**config.mk**
```make
export PLATFORM = sky130hd
export DESIGN_NAME = audio_arbiter_flat
export DESIGN_NICKNAME = d
export VERILOG_FILES = /design/src/rtl/audio_arbiter_pkg.sv /design/src/rtl/audio_arbiter_if.sv /design/src/rtl/audio_arbiter_watchdog.sv /design/src/rtl/audio_arbiter.sv /design/src/flat_wrapper.sv
export SDC_FILE = /design/constraint.sdc
export NUM_CORES = 1
export LEC_CHECK = 0
export BUFFER_PORTS_ARGS = -buffer_cell sky130_fd_sc_hd__buf_2
export CORE_MARGIN = 2
export CORE_UTILIZATION = 50
export CTS_CLUSTER_DIAMETER = 80
export DETAILED_ROUTE_END_ITERATION = 12
export PLACE_DENSITY = 0.69
export SLEW_MARGIN = 10
export SYNTH_ARGS = -nofsm -noshare
export SYNTH_HDL_FRONTEND = slang
export SYNTH_SLANG_ARGS = --single-unit
```
**constraint.sdc**
```tcl
create_clock -name clk -period 4.4 [get_ports clk]
set_clock_uncertainty 0.15 [all_clocks]
set_input_delay 0.44 -clock clk [delete_from_list [all_inputs] [get_ports clk]]
set_output_delay 0.44 -clock clk [all_outputs]
set_load 0.01 [all_outputs]
```
**src/rtl/audio_arbiter_pkg.sv**
```systemverilog
// Shared types and default constants for the audio request arbiter.
// Imported by the interface, the watchdog and the arbiter top.
package audio_pkg;

    localparam int         ID_W_DEF      = 2;
    localparam logic [3:0] EXCL_MASK_DEF = 4'b1100;
    localparam int         TIMEOUT_DEF   = 50_000_000;

    typedef enum logic [1:0] {
        IDLE,
        PLAY,
        LOCK
    } arb_state_t;

endpackage

```
**src/rtl/audio_arbiter_if.sv**
```systemverilog
// Request/status bundle between a sound requester and the arbiter.
// The requester drives req_id/playback_complete; the arbiter drives status.
interface audio_arbiter_if
    import audio_pkg::*;
#(
    parameter int ID_W = ID_W_DEF
);

    logic [ID_W-1:0] req_id;
    logic            playback_complete;
    logic            en;
    logic [ID_W-1:0] effective_select;
    logic            busy;
    logic            locked;
    logic            pend_valid;
    logic            dropped;
    logic            timeout;

    modport master (
        output req_id, playback_complete,
        input  en, effective_select, busy, locked,
        input  pend_valid, dropped, timeout
    );

    modport slave (
        input  req_id, playback_complete,
        output en, effective_select, busy, locked,
        output pend_valid, dropped, timeout
    );

endinterface

```
**src/rtl/audio_arbiter_watchdog.sv**
```systemverilog
// Playback watchdog: counts enabled cycles since the last clear and
// pulses expire (registered) in the cycle the count equals TIMEOUT_CYC-1.
module audio_watchdog
    import audio_pkg::*;
#(
    parameter int TIMEOUT_CYC = TIMEOUT_DEF
) (
    input  logic clk,
    input  logic reset,
    input  logic clear,
    input  logic cnt_en,
    output logic expire
);

    if (TIMEOUT_CYC == 0) begin : g_off
        logic unused_in;
        assign unused_in = ^{clk, reset, clear, cnt_en};
        assign expire    = 1'b0;
    end else begin : g_on
        localparam int CW = (TIMEOUT_CYC > 1) ? $clog2(TIMEOUT_CYC) : 1;
        localparam logic [CW-1:0] LIM = CW'(TIMEOUT_CYC - 1);

        logic [CW-1:0] cnt;
        logic [CW-1:0] cnt_nxt;

        // Next count: clear restarts at zero, counting saturates at the limit
        always_comb begin
            cnt_nxt = cnt;
            if (clear) begin
                cnt_nxt = '0;
            end else if (cnt_en && (cnt != LIM)) begin
                cnt_nxt = cnt + CW'(1);
            end
        end

        // Count register and the one-cycle expiry flag
        always_ff @(posedge clk or posedge reset) begin
            if (reset) begin
                cnt    <= '0;
                expire <= 1'b0;
            end else begin
                cnt    <= cnt_nxt;
                expire <= (clear || cnt_en) && (cnt_nxt == LIM);
            end
        end
    end

endmodule

```
**src/rtl/audio_arbiter.sv**
```systemverilog
// Audio request arbiter: plays, preempts or locks out sound IDs.
// Optional one-entry pending slot for LOCK requests: AUDIO_ARB_QUEUE_EN.
module audio_arbiter
    import audio_pkg::*;
#(
    parameter int                 ID_W        = ID_W_DEF,
    parameter logic [2**ID_W-1:0] EXCL_MASK   = EXCL_MASK_DEF,
    parameter int                 TIMEOUT_CYC = TIMEOUT_DEF
) (
    input  logic            clk,
    input  logic            reset,
    audio_arbiter_if.slave  bus
);

    arb_state_t      state;
    arb_state_t      state_nxt;
    logic [ID_W-1:0] req_q;
    logic [ID_W-1:0] pend_id;
    logic [ID_W-1:0] pend_id_nxt;
    logic [ID_W-1:0] sel_nxt;
    logic [ID_W-1:0] start_id;
    logic            pend_v;
    logic            pv_nxt;
    logic            en_nxt;
    logic            drop_nxt;
    logic            start;
    logic            req_evt;
    logic            done;
    logic            wd_expire;

    assign req_evt = (bus.req_id != '0) && (bus.req_id != req_q);
    assign done    = (state != IDLE) && (bus.playback_complete || wd_expire);

    assign bus.busy    = (state != IDLE);
    assign bus.locked  = (state == LOCK);
    assign bus.timeout = wd_expire;

`ifdef AUDIO_ARB_QUEUE_EN
    assign bus.pend_valid = pend_v;
`else
    assign bus.pend_valid = 1'b0;
`endif

    // Next state, selection, pending slot and drop decision
    always_comb begin
        state_nxt   = state;
        sel_nxt     = bus.effective_select;
        en_nxt      = bus.en;
        pv_nxt      = pend_v;
        pend_id_nxt = pend_id;
        drop_nxt    = 1'b0;
        start       = 1'b0;
        start_id    = bus.req_id;
        unique case (state)
            IDLE: begin
                if (pend_v) begin
                    start    = 1'b1;
                    start_id = pend_id;
                    pv_nxt   = 1'b0;
                    drop_nxt = req_evt;
                end else if (req_evt) begin
                    start = 1'b1;
                end
            end
            PLAY: begin
                if (req_evt) begin
                    start = 1'b1;
                end else if (done) begin
                    en_nxt    = 1'b0;
                    state_nxt = IDLE;
                end
            end
            LOCK: begin
`ifdef AUDIO_ARB_QUEUE_EN
                if (req_evt) begin
                    drop_nxt    = pend_v;
                    pv_nxt      = 1'b1;
                    pend_id_nxt = bus.req_id;
                end
`else
                drop_nxt = req_evt;
`endif
                if (done) begin
                    en_nxt    = 1'b0;
                    sel_nxt   = '0;
                    state_nxt = IDLE;
                end
            end
            default: begin
                state_nxt = IDLE;
            end
        endcase
        if (start) begin
            sel_nxt   = start_id;
            en_nxt    = 1'b1;
            state_nxt = EXCL_MASK[start_id] ? LOCK : PLAY;
        end
    end

    // Registered state and outputs
    always_ff @(posedge clk or posedge reset) begin
        if (reset) begin
            state                <= IDLE;
            req_q                <= '0;
            pend_v               <= 1'b0;
            pend_id              <= '0;
            bus.en               <= 1'b0;
            bus.effective_select <= '0;
            bus.dropped          <= 1'b0;
        end else begin
            state                <= state_nxt;
            req_q                <= bus.req_id;
            pend_v               <= pv_nxt;
            pend_id              <= pend_id_nxt;
            bus.en               <= en_nxt;
            bus.effective_select <= sel_nxt;
            bus.dropped          <= drop_nxt;
        end
    end

    audio_watchdog #(
        .TIMEOUT_CYC (TIMEOUT_CYC)
    ) u_wd (
        .clk    (clk),
        .reset  (reset),
        .clear  (start),
        .cnt_en (state_nxt != IDLE),
        .expire (wd_expire)
    );

endmodule

```
**src/flat_wrapper.sv**
```systemverilog
// flat-port wrapper written by rule: the top's interface ports become plain ports
module audio_arbiter_flat import audio_pkg::*;
#(
    parameter int                 ID_W        = ID_W_DEF,
    parameter logic [2**ID_W-1:0] EXCL_MASK   = EXCL_MASK_DEF,
    parameter int                 TIMEOUT_CYC = TIMEOUT_DEF
)
  (clk, reset, bus_req_id, bus_playback_complete, bus_en, bus_effective_select, bus_busy, bus_locked, bus_pend_valid, bus_dropped, bus_timeout);
  audio_arbiter_if #(.ID_W(ID_W)) bus_i ();
  input  logic clk;
  input  logic reset;
  input wire logic [$bits(bus_i.req_id)-1:0] bus_req_id;
  input wire logic [$bits(bus_i.playback_complete)-1:0] bus_playback_complete;
  output wire logic [$bits(bus_i.en)-1:0] bus_en;
  output wire logic [$bits(bus_i.effective_select)-1:0] bus_effective_select;
  output wire logic [$bits(bus_i.busy)-1:0] bus_busy;
  output wire logic [$bits(bus_i.locked)-1:0] bus_locked;
  output wire logic [$bits(bus_i.pend_valid)-1:0] bus_pend_valid;
  output wire logic [$bits(bus_i.dropped)-1:0] bus_dropped;
  output wire logic [$bits(bus_i.timeout)-1:0] bus_timeout;
  assign bus_i.req_id = bus_req_id;
  assign bus_i.playback_complete = bus_playback_complete;
  assign bus_en = bus_i.en;
  assign bus_effective_select = bus_i.effective_select;
  assign bus_busy = bus_i.busy;
  assign bus_locked = bus_i.locked;
  assign bus_pend_valid = bus_i.pend_valid;
  assign bus_dropped = bus_i.dropped;
  assign bus_timeout = bus_i.timeout;
  audio_arbiter #(.ID_W(ID_W), .EXCL_MASK(EXCL_MASK), .TIMEOUT_CYC(TIMEOUT_CYC)) u_core (.clk(clk), .reset(reset), .bus(bus_i));
endmodule
```
==> flow_metrics.env, run 1 <==
export IMPL_arrival_ps=3330
export IMPL_placement_rows=23
export IMPL_crit_path_start_kind="flip-flop"
export IMPL_slowest_delay_ps=550
export IMPL_final_cell_mix="dfrtp_1 (35), nor2_1 (26), nand2_1 (22), xnor2_1 (16), nand3_1 (13)"
export IMPL_grt_overflow=0
export IMPL_routedWlPerCell_um=15.7
export IMPL_ir_drop_mv=0.187
export IMPL_crit_slowest_cell="or4_4"
export IMPL_path_buf_inv=0
export IMPL_ant_nets=0
export IMPL_grt_max_degree=36
export IMPL_die_width_um=68.6
export IMPL_fin_crit_ps=3280
export IMPL_final_layout_size_suffix_gt1_frac=0.160
export IMPL_grt_pass1_vias=1556
export IMPL_ys_seq_elements=35
export IMPL_layout_commonest_cell="dfrtp_1"
export IMPL_portBuffers=11
export IMPL_crit_family="simple AND/OR/NAND/NOR gates"
export IMPL_vias_per_cell=5.73
export IMPL_cts_tree="yes"
export IMPL_cts_buffer_depth=2
export IMPL_rsz0062_at_grt="false"
export IMPL_synth_cell_types=47
export IMPL_crit_chain="or4_4 -> or3_4 -> nor4_4 -> nor4b_1 -> xnor2_1 -> or4_1 -> nor4_2"
export IMPL_dpl_cell_count=285
export IMPL_avgSynthCellArea_um2=9.10
export IMPL_power_frac_seq=0.465
export IMPL_synthesis_area_mm2=0.00208
export IMPL_antenna_found_initial=0
export IMPL_cts_root_buf="clkbuf_8"
export IMPL_synth_edf_count=0
export IMPL_synthFlopType="dfrtp_1"
export IMPL_numCtsBuffers=5
export IMPL_p_sw_uw=211
export IMPL_hold_viol=0
export IMPL_worstReg2RegStart="u_core.u_wd.g_on.cnt[8]$_DFF_PP0_"
export IMPL_clk_latency_ps=290
export IMPL_reg2reg_to="u_core.u_wd.expire$_DFF_PP0_"
export IMPL_tightestPinTransition_ps=668
export IMPL_reg2reg_depth=7
export IMPL_diodes=0
export IMPL_num_vias=1678
export IMPL_synth_fp_nets=235
export IMPL_dieArea_mm2=0.00470
export IMPL_clkPwrFrac=0.382
export IMPL_postCtsSetupBuffers=0
export IMPL_report_final_slew_viol_count=0
export IMPL_critical_path_class="flip-flop to flip-flop"
export IMPL_dpl_hpwl_mm=3.31
export IMPL_crit_required_ps=4450
export IMPL_fin_tns_setup_ps=0
export IMPL_wl_mm=4.61
export IMPL_clk_pin_slew_ps=70
export IMPL_drt_iter0_markers=101
export IMPL_grt_use_total=0.220
export IMPL_worstPathMaxFanout=10
export IMPL_comb_power_share=0.153
export IMPL_switching_share=0.270
export IMPL_syn_inst=229
export IMPL_cts_hold_buf=0
export IMPL_seq_area_frac_synth=0.420
export IMPL_worstSetupEndpointType="flip-flop"
export IMPL_post_route_drc_count=0
export IMPL_min_period_over_period=0.746
export IMPL_outcome="completed"
export IMPL_power_per_cell_area_mw_per_mm2=341
export IMPL_async_reset_ff_frac=1.00
export IMPL_grt_pass1_wl_mm=7.46
export IMPL_whs_ps=88.5
export IMPL_num_fill_cells=360
export IMPL_htreeDepth=2
export IMPL_hold_path_class="input port to async pin"
export IMPL_leakagePower_nw=0.946
export IMPL_cap_violations=0
export IMPL_synthToLayoutAreaGrowth_pct=9.79
export IMPL_slew_limit_headroom=0.551
export IMPL_setup_viol=0
export IMPL_initial_core_util=0.521
export IMPL_cts_resized=0
export IMPL_layout_nets=248
export IMPL_max_freq_mhz=305
export IMPL_core_area_mm2=0.00400
export IMPL_p_int_uw=570
export IMPL_first_pass_iters=4
export IMPL_yosys_warnings=0
export IMPL_cts_sinks=35
export IMPL_die_y_um=68.6
export IMPL_routabilityCongestion=0.825
export IMPL_instances_no_fill=293
export IMPL_ff2ff_setup_slack_ps=1120
export IMPL_pin_count=13
-- worst min-delay path, stage by stage --
cell and delay, ps:
buf_2 90, inv_1 40, buf_4 380
-- cells by family after synthesis --
logic type | count (synthesis) | synth area share
and+or+nand+nor | 127 | 0.348
buffers and inverters | 10 | 0.0294
AOI/OAI and AO/OA | 29 | 0.0847
adders and majority gates | 1 | 0.00601
muxes | 1 | 0.00480
xor gates and xnor gates | 25 | 0.105
other | 1 | 0.00180
DFF | 35 | 0.420
-- registers in the layout, indices dropped and copies added (netlist names) --
signal / cells
u_core.bus.dropped: 1
u_core.bus.effective_select: 2
u_core.bus.en: 1
u_core.req_q: 2
u_core.u_wd.expire: 1
u_core.state: 2
u_core.u_wd.g_on.cnt: 26
-- routing by layer --
metal	vias to the layer above	routed length, µm	global-route usage
li1	839	-	-
met1	805	2170	0.305
met2	27	2240	0.349
met3	7	132	0.0390
met5	-	0	0
met4	0	61	0.0675
-- per-stage QoR --
step           setup slack (ps)  cell area (µm²)  utilization  total power, mW
2_1_floorplan              1340             2080            -            0.452
3_3_place_gp               1200             2170        0.542            0.487
3_5_place_dp               1140             2170        0.542            0.489
4_1_cts                    1130             2290        0.572            0.788
5_1_grt                     859             2290        0.572            0.822
6_report                   1120             2290        0.572            0.781
-- cells in the mapped netlist, types with 2 or more instances --
library cell / number / area, µm²
nor4b_1: 2 / 17.5
nor2_1: 26 / 97.6
a21boi_0: 2 / 15.0
dfrtp_1: 35 / 876
xor2_1: 9 / 78.8
buf_4: 2 / 15.0
or4_1: 3 / 22.5
nor2b_1: 3 / 18.8
nand3_1: 13 / 65.1
or3_1: 3 / 18.8
xnor2_1: 16 / 140
a21oi_1: 9 / 45.0
buf_6: 2 / 22.5
and3_1: 5 / 31.3
nor4_1: 10 / 62.6
nor3_1: 7 / 35.0
nand2_1: 22 / 82.6
o21ai_0: 9 / 45.0
nand4b_1: 2 / 17.5
inv_1: 2 / 7.51
o31ai_1: 3 / 22.5
nand2b_1: 4 / 25.0
or3_2: 3 / 22.5
or4_4: 2 / 22.5
and2_1: 4 / 25.0
nand4_1: 4 / 25.0
nand4_2: 2 / 25.0
clkbuf_1: 3 / 11.3
or2_2: 4 / 25.0
-- how the worst max path moves through the flow --
| stage | start | endpoint | slack, ps | cells after the start |
|---|---|---|---|---|
| finish | u_core.u_wd.g_on.cnt[8]$_DFF_PP0_ | u_core.u_wd.expire$_DFF_PP0_ | 1120 | 7 |
| global route | u_core.u_wd.g_on.cnt[0]$_DFF_PP0_ | u_core.u_wd.expire$_DFF_PP0_ | 860 | 8 |
| CTS | u_core.u_wd.g_on.cnt[0]$_DFF_PP0_ | u_core.u_wd.expire$_DFF_PP0_ | 1130 | 8 |
| detailed placement | u_core.u_wd.g_on.cnt[0]$_DFF_PP0_ | u_core.u_wd.expire$_DFF_PP0_ | 1140 | 8 |
| global placement | u_core.u_wd.g_on.cnt[8]$_DFF_PP0_ | u_core.u_wd.expire$_DFF_PP0_ | 1200 | 7 |
| floorplan | u_core.u_wd.g_on.cnt[8]$_DFF_PP0_ | u_core.u_wd.expire$_DFF_PP0_ | 1340 | 8 |
-- power groups by stage --
stage	Clock, mW	Sequential (mW)	Combinational (mW)
floorplan	0	0.368	0.0841
global placement	0	0.368	0.119
detailed placement	0	0.369	0.120
CTS	0.304	0.363	0.121
global route	0.319	0.368	0.135
finish	0.298	0.363	0.119
-- area by class of cell --
cell class | instances | area, µm² | share of cell area
timing repair buffer | 14 | 77.6 | 0.0339
clock inverter | 2 | 35.0 | 0.0153
clock buffer | 6 | 82.6 | 0.0361
multi-input combinational | 184 | 1150 | 0.501
inverter | 2 | 7.51 | 0.00328
tap | 50 | 62.6 | 0.0274
sequential | 35 | 876 | 0.383
(Power assumes the default switching activity.)
==> inputs of run 2 (changes only) <==
Clock period 4.4 ns to 3.3 ns, I/O delays scaled along.
==> flow_metrics.env, run 2 (synthesis results as in run 1) <==
export IMPL_outcome="completed"
export IMPL_slowest_delay_ps=520
export IMPL_setup_viol=0
export IMPL_grt_max_degree=36
export IMPL_dpl_hpwl_mm=3.52
export IMPL_cts_root_buf="clkbuf_8"
export IMPL_crit_slowest_cell="or4_1"
export IMPL_reg2reg_depth=10
export IMPL_hold_path_class="input port to flip-flop"
export IMPL_routabilityCongestion=0.896
export IMPL_cts_sinks=35
export IMPL_final_layout_size_suffix_gt1_frac=0.215
export IMPL_worstPathMaxFanout=5
export IMPL_slew_limit_headroom=0.588
export IMPL_grt_pass1_wl_mm=7.84
export IMPL_post_route_drc_count=0
export IMPL_num_fill_cells=353
export IMPL_pin_count=13
export IMPL_arrival_ps=3070
export IMPL_leakagePower_nw=1.02
export IMPL_routedWlPerCell_um=15.8
export IMPL_cap_violations=0
export IMPL_dieArea_mm2=0.00470
export IMPL_power_uw=973
export IMPL_core_area_mm2=0.00400
export IMPL_fin_crit_ps=3020
export IMPL_final_cell_area_mm2=0.00240
export IMPL_path_buf_inv=2
export IMPL_min_period_over_period=0.916
export IMPL_hold_viol=0
export IMPL_portBuffers=11
export IMPL_htreeDepth=2
export IMPL_layout_commonest_cell="dfrtp_1"
export IMPL_diodes=0
export IMPL_crit_family="simple AND/OR/NAND/NOR gates"
export IMPL_vias_per_cell=5.74
export IMPL_max_freq_mhz=331
export IMPL_cts_tree="yes"
export IMPL_rsz0062_at_grt="false"
export IMPL_worstSetupEndpointType="flip-flop"
export IMPL_layout_nets=266
export IMPL_pre_cts_ws_ps=177
export IMPL_synthToLayoutAreaGrowth_pct=15.4
export IMPL_num_vias=1778
export IMPL_crit_cells=10
export IMPL_antenna_found_initial=0
export IMPL_crit_path_start_kind="flip-flop"
export IMPL_report_final_slew_viol_count=0
export IMPL_critical_path_class="flip-flop to flip-flop"
export IMPL_tightestPinTransition_ps=613
export IMPL_grt_pass1_vias=1633
export IMPL_dpl_cell_area_mm2=0.00227
export IMPL_crit_required_ps=3350
export IMPL_die_width_um=68.6
export IMPL_clk_latency_ps=290
export IMPL_grt_overflow=0
export IMPL_die_y_um=68.6
export IMPL_top_register="u_core.u_wd.g_on.cnt"
export IMPL_fin_tns_setup_ps=0
export IMPL_final_cell_mix="dfrtp_1 (35), nor2_1 (26), nand2_1 (22), buf_4 (19), xnor2_1 (16)"
export IMPL_numCtsBuffers=5
export IMPL_drt_iter0_markers=85
export IMPL_placement_rows=23
export IMPL_power_per_cell_area_mw_per_mm2=404
export IMPL_wl_mm=4.89
export IMPL_holdPathStages=1
export IMPL_grt_use_total=0.230
export IMPL_largest_reg_flops=26
export IMPL_ir_drop_mv=0.301
export IMPL_ant_nets=0
export IMPL_crit_chain="ha_2 -> nand4_1 -> buf_6 -> or2_2 -> nor4_4 -> buf_4 -> nor4b_1 -> xnor2_1 -> or4_1 -> nor4_2"
export IMPL_fin_ws_ps=277
export IMPL_clk_pin_slew_ps=70
export IMPL_cts_buffer_depth=2
export IMPL_initial_core_util=0.521
export IMPL_first_pass_iters=4
## run 2: path summary, 6_finish.rpt
check                                                           start                                          to  slack (ps)
max in group asynchronous                                       reset          u_core.u_wd.g_on.cnt[20]$_DFF_PP0_        2150
setup / recovery                    u_core.u_wd.g_on.cnt[0]$_DFF_PP0_                u_core.u_wd.expire$_DFF_PP0_         280
hold / removal                                          bus_req_id[1]                   u_core.req_q[1]$_DFF_PP0_          70
hold reg to reg            u_core.bus.effective_select[0]$_DFFE_PP0P_  u_core.bus.effective_select[0]$_DFFE_PP0P_         350
setup reg to reg                    u_core.u_wd.g_on.cnt[0]$_DFF_PP0_                u_core.u_wd.expire$_DFF_PP0_         280
min in group asynchronous                                       reset           u_core.u_wd.g_on.cnt[4]$_DFF_PP0_         530
## run 2: power by group
part	switching (mW)	internal (mW)
clock network	0.150	0.164
registers	0.0276	0.457
logic	0.103	0.0712
total	0.281	0.692
## run 2: what timing repair did
action                                 4_1_cts  5_1_grt
hold buffers                                 1        0
setup endpoints to repair                    0        1
endpoints found under the hold margin       34        0
gates resized for setup                      0        3
setup buffers                                0        3
## run 2: per-stage QoR
stage | hold WS [ps] | utilization | std cells
2_1_floorplan | 211 | - | 229
5_1_grt | 74.0 | 0.601 | 310
3_3_place_gp | 295 | 0.569 | 299
3_5_place_dp | 300 | 0.569 | 299
6_report | 74.7 | 0.601 | 310
4_1_cts | 69.5 | 0.593 | 307
## run 2: per-layer routing
layer  share of wire  global-route usage  vias to the layer above
met5               0                   0                        -
met4          0.0078              0.0850                        0
met3           0.041              0.0519                        6
met2            0.49               0.345                       34
met1            0.46               0.325                      864
li1                -                   -                      874
## run 2: area by class of cell
| cell class | instances | area (µm²) | area share |
|---|---|---|---|
| multi-input combinational | 184 | 1150 | 0.479 |
| sequential | 35 | 876 | 0.364 |
| timing repair buffer | 32 | 219 | 0.0911 |
| clock buffer | 6 | 82.6 | 0.0343 |
| tap | 50 | 62.6 | 0.0260 |
| inverter | 2 | 7.51 | 0.00312 |
| clock inverter | 1 | 5.00 | 0.00208 |
==> inputs of run 3 (changes only) <==
Settings changed: CORE_UTILIZATION 50 to 56, PLACE_DENSITY 0.69 to 0.75, SLEW_MARGIN 10 to 20.
==> flow_metrics.env, run 3 (synthesis results as in run 1) <==
export IMPL_ir_drop_mv=0.299
export IMPL_die_y_um=65.0
export IMPL_worstSetupEndpointType="flip-flop"
export IMPL_utilization=0.656
export IMPL_first_pass_iters=4
export IMPL_fin_crit_ps=3100
export IMPL_die_width_um=65.0
export IMPL_grt_pass1_wl_mm=7.76
export IMPL_synthToLayoutAreaGrowth_pct=13.6
export IMPL_routabilityCongestion=0.921
export IMPL_dpl_cell_count=292
export IMPL_drt_iter0_markers=121
export IMPL_cts_tree="yes"
export IMPL_clk_latency_ps=280
export IMPL_numCtsBuffers=5
export IMPL_slew_limit_headroom=0.560
export IMPL_setup_viol=0
export IMPL_vias_per_cell=5.82
export IMPL_core_area_mm2=0.00361
export IMPL_outcome="completed"
export IMPL_num_fill_cells=308
export IMPL_arrival_ps=3140
export IMPL_cap_violations=0
export IMPL_dpl_hpwl_mm=3.40
export IMPL_power_uw=969
export IMPL_final_cell_mix="dfrtp_1 (35), nor2_1 (26), nand2_1 (22), xnor2_1 (16)"
export IMPL_dieArea_mm2=0.00422
export IMPL_num_vias=1757
export IMPL_post_route_drc_count=0
export IMPL_portBuffers=11
export IMPL_max_freq_mhz=323
export IMPL_layout_commonest_cell="dfrtp_1"
export IMPL_fin_ws_ps=201
export IMPL_crit_path_start_kind="flip-flop"
export IMPL_tightestPinTransition_ps=655
export IMPL_grt_overflow=0
export IMPL_clk_pin_slew_ps=70
export IMPL_worstPathMaxFanout=4
export IMPL_antenna_found_initial=0
export IMPL_top_register="u_core.u_wd.g_on.cnt"
export IMPL_report_final_slew_viol_count=0
export IMPL_placement_rows=22
export IMPL_min_period_over_period=0.939
export IMPL_grt_pass1_vias=1688
export IMPL_power_per_cell_area_mw_per_mm2=410
export IMPL_htreeDepth=2
export IMPL_instances_no_fill=302
export IMPL_hold_viol=0
export IMPL_pin_count=13
export IMPL_crit_required_ps=3350
export IMPL_grt_max_degree=36
export IMPL_cts_buffer_depth=2
export IMPL_layout_nets=260
export IMPL_cts_root_buf="clkbuf_8"
export IMPL_cts_sinks=35
export IMPL_hold_path_class="input port to flip-flop"
export IMPL_largest_reg_flops=26
export IMPL_grt_use_total=0.243
export IMPL_final_layout_size_suffix_gt1_frac=0.197
export IMPL_dpl_cell_area_mm2=0.00225
export IMPL_initial_core_util=0.578
export IMPL_whs_ps=76.9
export IMPL_final_cell_area_mm2=0.00237
export IMPL_diodes=0
export IMPL_pre_cts_ws_ps=161
export IMPL_rsz0062_at_grt="false"
export IMPL_critical_path_class="flip-flop to flip-flop"
export IMPL_wl_mm=4.66
export IMPL_routedWlPerCell_um=15.4
export IMPL_fin_tns_setup_ps=0
export IMPL_leakagePower_nw=0.997
export IMPL_ant_nets=0
==> run 3: final timing paths <==
| kind | from | end | slack, ps | cells past startpoint |
|---|---|---|---|---|
| max in group asynchronous | reset | u_core.u_wd.g_on.cnt[14]$_DFF_PP0_ | 2150 | 4 |
| min in group asynchronous | reset | u_core.state[0]$_DFF_PP0_ | 530 | 4 |
| worst min-delay path | bus_req_id[1] | u_core.req_q[1]$_DFF_PP0_ | 80 | 1 |
| worst min register to register | u_core.bus.effective_select[1]$_DFFE_PP0P_ | u_core.bus.effective_select[1]$_DFFE_PP0P_ | 350 | 2 |
| worst max-delay path | u_core.u_wd.g_on.cnt[0]$_DFF_PP0_ | u_core.u_wd.expire$_DFF_PP0_ | 200 | 8 |
| worst max register to register | u_core.u_wd.g_on.cnt[0]$_DFF_PP0_ | u_core.u_wd.expire$_DFF_PP0_ | 200 | 8 |
==> run 3: critical path, stage by stage, from the launching register on <==
cell and delay, ps:
dfrtp_1 410, ha_1 250, nand4_1 170, or3_2 530, or3_2 430, o21ai_0 180, a21oi_1 90, or4_1 540
nor4_2 260
==> run 3: layout make-up <==
cell class,instances,area [µm²],area share
clock inverters,1,5.00,0.00212
repair buffers,26,183,0.0772
flip-flops and latches,35,876,0.370
clock buffers,6,82.6,0.0349
multi-input cells,184,1150,0.487
well taps,48,60.1,0.0254
inverters,2,7.51,0.00317
==> run 3: layer usage <==
layer,share of wire,vias to the layer above,track usage
met5,0,-,0
met4,0.021,0,0.104
met3,0.043,13,0.0434
met2,0.48,46,0.378
met1,0.46,837,0.333
li1,-,861,-
==> run 3: what timing repair did <==
item | 4_1_cts | 5_1_grt
hold buffers | 1 | 0
resized for setup | 0 | 1
endpoints found under the hold margin | 25 | 0
endpoints found under the setup margin | 0 | 1
setup buffers | 0 | 2
==> run 3: power by group <==
part           internal [mW]  leakage [nW]  switching [mW]
combinational         0.0693         0.477           0.104
clock                  0.164        0.0470           0.146
sequential             0.457         0.473          0.0286
total                  0.690         0.997           0.279
